<file path="config.mk">
export PLATFORM = sky130hd
export DESIGN_NAME = antilog
export DESIGN_NICKNAME = d
export VERILOG_FILES = /design/src/rtl/antilog_pkg.sv /design/src/rtl/antilog_dec.sv /design/src/rtl/antilog.sv
export SDC_FILE = /design/constraint.sdc
export NUM_CORES = 1
export LEC_CHECK = 0
export BUFFER_PORTS_ARGS = -buffer_cell sky130_fd_sc_hd__buf_2
export CORE_ASPECT_RATIO = 0.5
export CORE_MARGIN = 1.5
export CORE_UTILIZATION = 54
export CTS_BUF_LIST = sky130_fd_sc_hd__clkbuf_8
export DETAILED_ROUTE_END_ITERATION = 7
export PLACE_DENSITY_LB_ADDON = 0.05
export SYNTH_ARGS = -nofsm -noshare
export SYNTH_HDL_FRONTEND = slang
export SYNTH_SLANG_ARGS = --single-unit
</file>
<file path="constraint.sdc">
create_clock -name clk_i -period 2.18 [get_ports clk_i]
set_input_delay 0.109 -clock clk_i [delete_from_list [all_inputs] [get_ports clk_i]]
set_output_delay 0.109 -clock clk_i [all_outputs]
set_load 0.05 [all_outputs]
</file>
<file path="src/rtl/antilog_pkg.sv">
// Shared constants and stage record types for the antilog pipeline.
package antilog_pkg;

  localparam int I_BW     = 8;
  localparam int O_BW     = 32;
  localparam int MAX_CODE = 32;
  localparam int SHIFT_BW = $clog2(O_BW);

  localparam logic [O_BW-1:0] SAT_VALUE = 32'hFFFF_FFFF;

  // First stage: raw code plus pre-computed range flags so the decoder
  // only has to pick between zero, a shifted one, and the saturation value.
  typedef struct packed {
    logic [I_BW-1:0] code;
    logic            is_zero;
    logic            is_over;
    logic            last;
  } s1_t;

  // Output stage: everything the downstream interface sees.
  typedef struct packed {
    logic [O_BW-1:0] value;
    logic            sat;
    logic            last;
  } s2_t;

  // Codes above MAX_CODE have no power-of-two meaning and saturate.
  function automatic logic code_is_over(input logic [I_BW-1:0] code);
    return code > I_BW'(MAX_CODE);
  endfunction

endpackage

</file>
<file path="src/rtl/antilog_dec.sv">
// Combinational log-code decoder: leading-ones place -> power of two.
module antilog_dec
  import antilog_pkg::*;
(
  input  logic [I_BW-1:0] code,
  input  logic            is_zero,
  input  logic            is_over,
  output logic [O_BW-1:0] value,
  output logic            sat
);

  logic [SHIFT_BW-1:0] shamt;

  // Code k in 1..MAX_CODE places the single set bit at position k-1.
  assign shamt = SHIFT_BW'(code - I_BW'(1));

  // Select saturation, zero, or the shifted one for the current code.
  always_comb begin
    // NOTE: every output gets a default first so no path leaves it unassigned (no latch).
    value = '0;
    sat   = 1'b0;
    if (is_over) begin
      value = SAT_VALUE;
      sat   = 1'b1;
    end else if (!is_zero) begin
      value = {{(O_BW-1){1'b0}}, 1'b1} << shamt;
    end
  end

endmodule

</file>
<file path="src/rtl/antilog.sv">
// Two-stage ready/valid pipeline turning a leading-ones place back into
// the largest power of two it represents.
module antilog
  import antilog_pkg::*;
(
  input  logic            clk_i,
  input  logic            rst_n_i,
  input  logic            en_i,
  input  logic [I_BW-1:0] data_i,
  input  logic            valid_i,
  input  logic            last_i,
  output logic            ready_o,
  output logic [O_BW-1:0] data_o,
  output logic            sat_o,
  output logic            valid_o,
  output logic            last_o,
  input  logic            ready_i
);

  s1_t             s1_q;
  logic            s1_valid_q;
  s2_t             s2_q;
  logic            s2_valid_q;

  logic            s2_free;
  logic            s1_adv;
  logic            in_xfer;
  logic [O_BW-1:0] dec_value;
  logic            dec_sat;

  // S2 can take a new beat when empty or when its current beat leaves now.
  assign s2_free = !s2_valid_q || ready_i;
  assign s1_adv  = s1_valid_q && s2_free;
  // Depends on ready_i but never on valid_i, so no combinational loop upstream.
  assign ready_o = en_i && (!s1_valid_q || s1_adv);
  assign in_xfer = valid_i && ready_o;

  antilog_dec u_dec (
    .code    (s1_q.code),
    .is_zero (s1_q.is_zero),
    .is_over (s1_q.is_over),
    .value   (dec_value),
    .sat     (dec_sat)
  );

  // S1: capture the code with its range flags and frame marker.
  always_ff @(posedge clk_i) begin
    // NOTE: reset is synchronous and also clears the payload, not only valid,
    // so no stale sat/last can leak out after release.
    if (!rst_n_i) begin
      s1_valid_q <= 1'b0;
      s1_q       <= '0;
    end else if (in_xfer) begin
      // NOTE: non-blocking assignments keep every register sampling pre-edge values.
      s1_valid_q <= 1'b1;
      s1_q       <= '{code:    data_i,
                      is_zero: (data_i == '0),
                      is_over: code_is_over(data_i),
                      last:    last_i};
    end else if (s1_adv) begin
      s1_valid_q <= 1'b0;
    end
  end

  // S2: output register holding the decoded beat until downstream takes it.
  always_ff @(posedge clk_i) begin
    if (!rst_n_i) begin
      s2_valid_q <= 1'b0;
      s2_q       <= '0;
    end else if (s1_adv) begin
      s2_valid_q <= 1'b1;
      s2_q       <= '{value: dec_value, sat: dec_sat, last: s1_q.last};
    end else if (ready_i) begin
      s2_valid_q <= 1'b0;
    end
  end

  assign data_o  = s2_q.value;
  assign sat_o   = s2_q.sat;
  assign last_o  = s2_q.last;
  assign valid_o = s2_valid_q;

endmodule

</file>
==> results.py <==
metrics = {
    "synth": {
        "synth_flop_cell": "dfxtp_1",
        "yosys.area.top_type_share_pct": 47.6,
        "synth_top_area_cell": "dfxtp_1",
        "netlist_top_cells_area": "dfxtp_1 48%, a221oi_1 11%, nor2_1 7.7%, a21oi_1 4.6%, mux2i_1 3.8%",
        "synthArstFlopShare_pct": 0,
        "yosysSeqAreaShare_pct": 47.6,
        "synth_edf_count": 0,
        "syn_inst": 200,
        "yosysWarningCount": 0,
        "yosysMostFrequentCell": "dfxtp_1",
        "avgSynthCellArea_um2": 9.26,
        "ys_top_cells_by_count": "44 x dfxtp_1, 38 x nor2_1, 24 x a221oi_1, 17 x a21oi_1, 9 x nand2_1",
        "ys_ff_latch": 44,
        "syn_area_um2": 1850,
        "ys_types": 36,
        "synth.net_count": 216,
    },
    "detailed_routing": {
        "wl_per_cell_um": 15.4,
        "vias": 1710,
        "drc": 0,
        "dr.first_iter.drc_count": 68,
        "detail-route-antenna-nets": 0,
        "drtPass1Iterations": 5,
        "totalWireLength_um": 4440,
        "viasPerCell": 5.92,
    },
    "clocking": {
        "numCtsBuffers": 5,
        "postCtsHoldBufs": 0,
        "clk_latency_ns": 0.29,
        "cts-root-buf": "clkbuf_8",
        "tritoncts": "built",
        "h-tree-depth": 2,
        "clockBufferDepth": 2,
        "path_clk_slew_ns": 0.09,
        "cts_resized": 0,
        "cts_setup_buffers": 0,
        "cts.sinks": 44,
    },
    "floorplan": {
        "dieArea_um2": 3810,
        "start_util_pct": 59.1,
        "core-area_um2": 3140,
        "ios": 50,
        "fp.dieW_um": 85.8,
        "die_y_um": 44.4,
        "rows": 14,
    },
    "place": {
        "dp_cells": 282,
        "post-dp-hpwl_um": 3110,
        "gp_congestion": 0.814,
        "numPortBuffers": 49,
    },
    "worst_setup_path": {
        "crit_slowest_cell": "dfxtp_1",
        "crit_arrival_ns": 2.12,
        "end_kind": "flip-flop",
        "required_ns": 2.41,
        "crit_fanout": 8,
        "reg2reg_to": "data_o[28]",
        "slowest_delay_ns": 0.52,
        "r2r_slack_ns": 0.29,
        "worstSetupPathType": "flip-flop to flip-flop",
        "cp_common_cell": "nor2_1",
        "reg2reg_depth": 6,
        "cp_cell_sequence": "nor2_1, ha_1, nand2b_1, nor3_1, a221oi_1, nor2_1",
        "rr_startpoint": "s1_q[3]",
        "start_kind": "flip-flop",
    },
    "final_layout": {
        "final_nets": 265,
        "regArea_um2": 881,
        "nFillCells": 241,
        "num_antenna_cells": 0,
        "multi_input_area_um2": 906,
        "area_growth_pct": 20.5,
        "final_cell_count_no_fill": 289,
        "drive_gt1_share_pct": 28.5,
    },
    "outcome": {
        "status": "finished, final reports clean",
    },
    "grt": {
        "overflow": 0,
        "grt_pass1_wl_um": 6960,
        "grt_util_all_layers_pct": 24.1,
        "grt_max_degree": 30,
        "antenna_found_initial": 0,
        "grt_pass1_vias": 1420,
    },
    "timing": {
        "setup_viol": 0,
        "tightest_slew_ns": 0.697,
        "relSlewSlack_pct": 53.4,
        "final-max-slew-violation-count": 0,
        "clock_skew_ns": 0.00788,
        "rsz0062_at_grt": "no",
        "fmax_ghz": 0.529,
        "hold_viol": 0,
        "period_share_pct": 86.8,
        "fin_crit_ns": 1.89,
        "setup_tns_ns": 0,
    },
    "pwr": {
        "vdd_drop_max_uv": 418,
        "power_density_nw_per_um2": 707,
        "p_leak_nw": 0.934,
    },
    "worst_hold_path": {
        "worst_hold_startpoint": "last_i",
        "hold_end": "s1_q[0]",
        "hold_class": "input pin to flip-flop",
        "holdPathStages": 3,
    },
    "flow_run": {
        "drv_cap": 0,
    },
}
## power by group
part	leakage (nW)	switching [W]	total (W)	internal (W)
Clock	0.0400	0.000271	0.000488	0.000217
Combinational	0.537	0.000162	0.000240	0.0000777
Sequential	0.357	0.0000245	0.000851	0.000827
Total	0.934	0.000458	0.00158	0.00112
## critical path: cells and delay by family, from the launching register on
family | cells | cell delay [ns]
adder cells (fa/ha/maj) | 1 | 0.30
AND/OR/NAND/NOR | 4 | 0.86
AO/OA/AOI/OAI | 1 | 0.15
flip-flops | 1 | 0.52
## logic make-up (layout without fill, tap and decap cells)
logic type | count (synthesis) | count (layout) | synth area share [%]
AND/OR/NAND/NOR | 74 | 74 | 21.5
adder cells (fa/ha/maj) | 2 | 2 | 1.35
multiplexers | 9 | 9 | 5.14
flip-flops | 44 | 44 | 47.6
AO/OA/AOI/OAI | 55 | 55 | 20.9
buffers and inverters | 16 | 65 | 3.51
## metal layers
| layer | global-route usage (%) | share of wire, % | vias up |
|---|---|---|---|
| li1 | - | - | 834 |
| met3 | 5.78 | 8.6 | 2 |
| met1 | 35.5 | 48 | 797 |
| met5 | 0 | 0 | - |
| met4 | 5.81 | 0.38 | 0 |
| met2 | 35.9 | 43 | 77 |
## state kept, by name, summed over array words and instances, names as in the netlist
register    flops
last_o          1
s1_q            8
data_o         32
s1_valid_q      1
valid_o         1
sat_o           1
## stage by stage
step | util, % | setup WS, ns | power (W) | cell area (µm²) | hold WS [ns]
after floorplan | - | 0.488 | 0.00104 | 1850 | 0.247
after CTS | 71.2 | 0.294 | 0.00158 | 2230 | 0.0507
final | 71.2 | 0.289 | 0.00158 | 2230 | 0.0531
after detailed placement | 68.6 | 0.314 | 0.00111 | 2150 | 0.351
after global routing | 71.2 | 0.0392 | 0.00163 | 2230 | 0.0877
after global placement | 68.6 | 0.406 | 0.00110 | 2150 | 0.350
## area by class of cell
class | count | share of cell area (%)
Multi-Input combinational cell | 140 | 40.6
Clock buffer | 5 | 3.08
Tap cell | 40 | 2.24
Timing Repair Buffer | 55 | 13.6
Clock inverter | 2 | 0.561
Inverter | 3 | 0.504
Sequential cell | 44 | 39.5
## cell usage in the layout, fill, tap and decap left out, types with 2 or more instances in the layout
cell type / instances
o22ai_1: 2
clkbuf_8: 5
or4_1: 2
a21oi_1: 17
mux2i_1: 7
dfxtp_1: 44
nand2b_1: 3
nor2_1: 38
a21oi_2: 2
nor3b_1: 3
buf_4: 5
nor2b_1: 2
ha_1: 2
nand2_1: 9
a221oi_1: 24
o21ai_0: 6
buf_2: 49
nor3_1: 6
inv_1: 3
## worst max-delay path by stage
stage / startpoint / end / cells past startpoint
after global routing: s1_q[4] / data_o[4] / 6
final: s1_q[3] / data_o[28] / 6
after detailed placement: s1_q[4] / data_o[28] / 6
after global placement: s1_q[4] / data_o[28] / 6
after floorplan: valid_o / data_o[10] / 6
after CTS: s1_q[4] / data_o[28] / 6
Note: power is estimated with default switching activity, not from simulation.
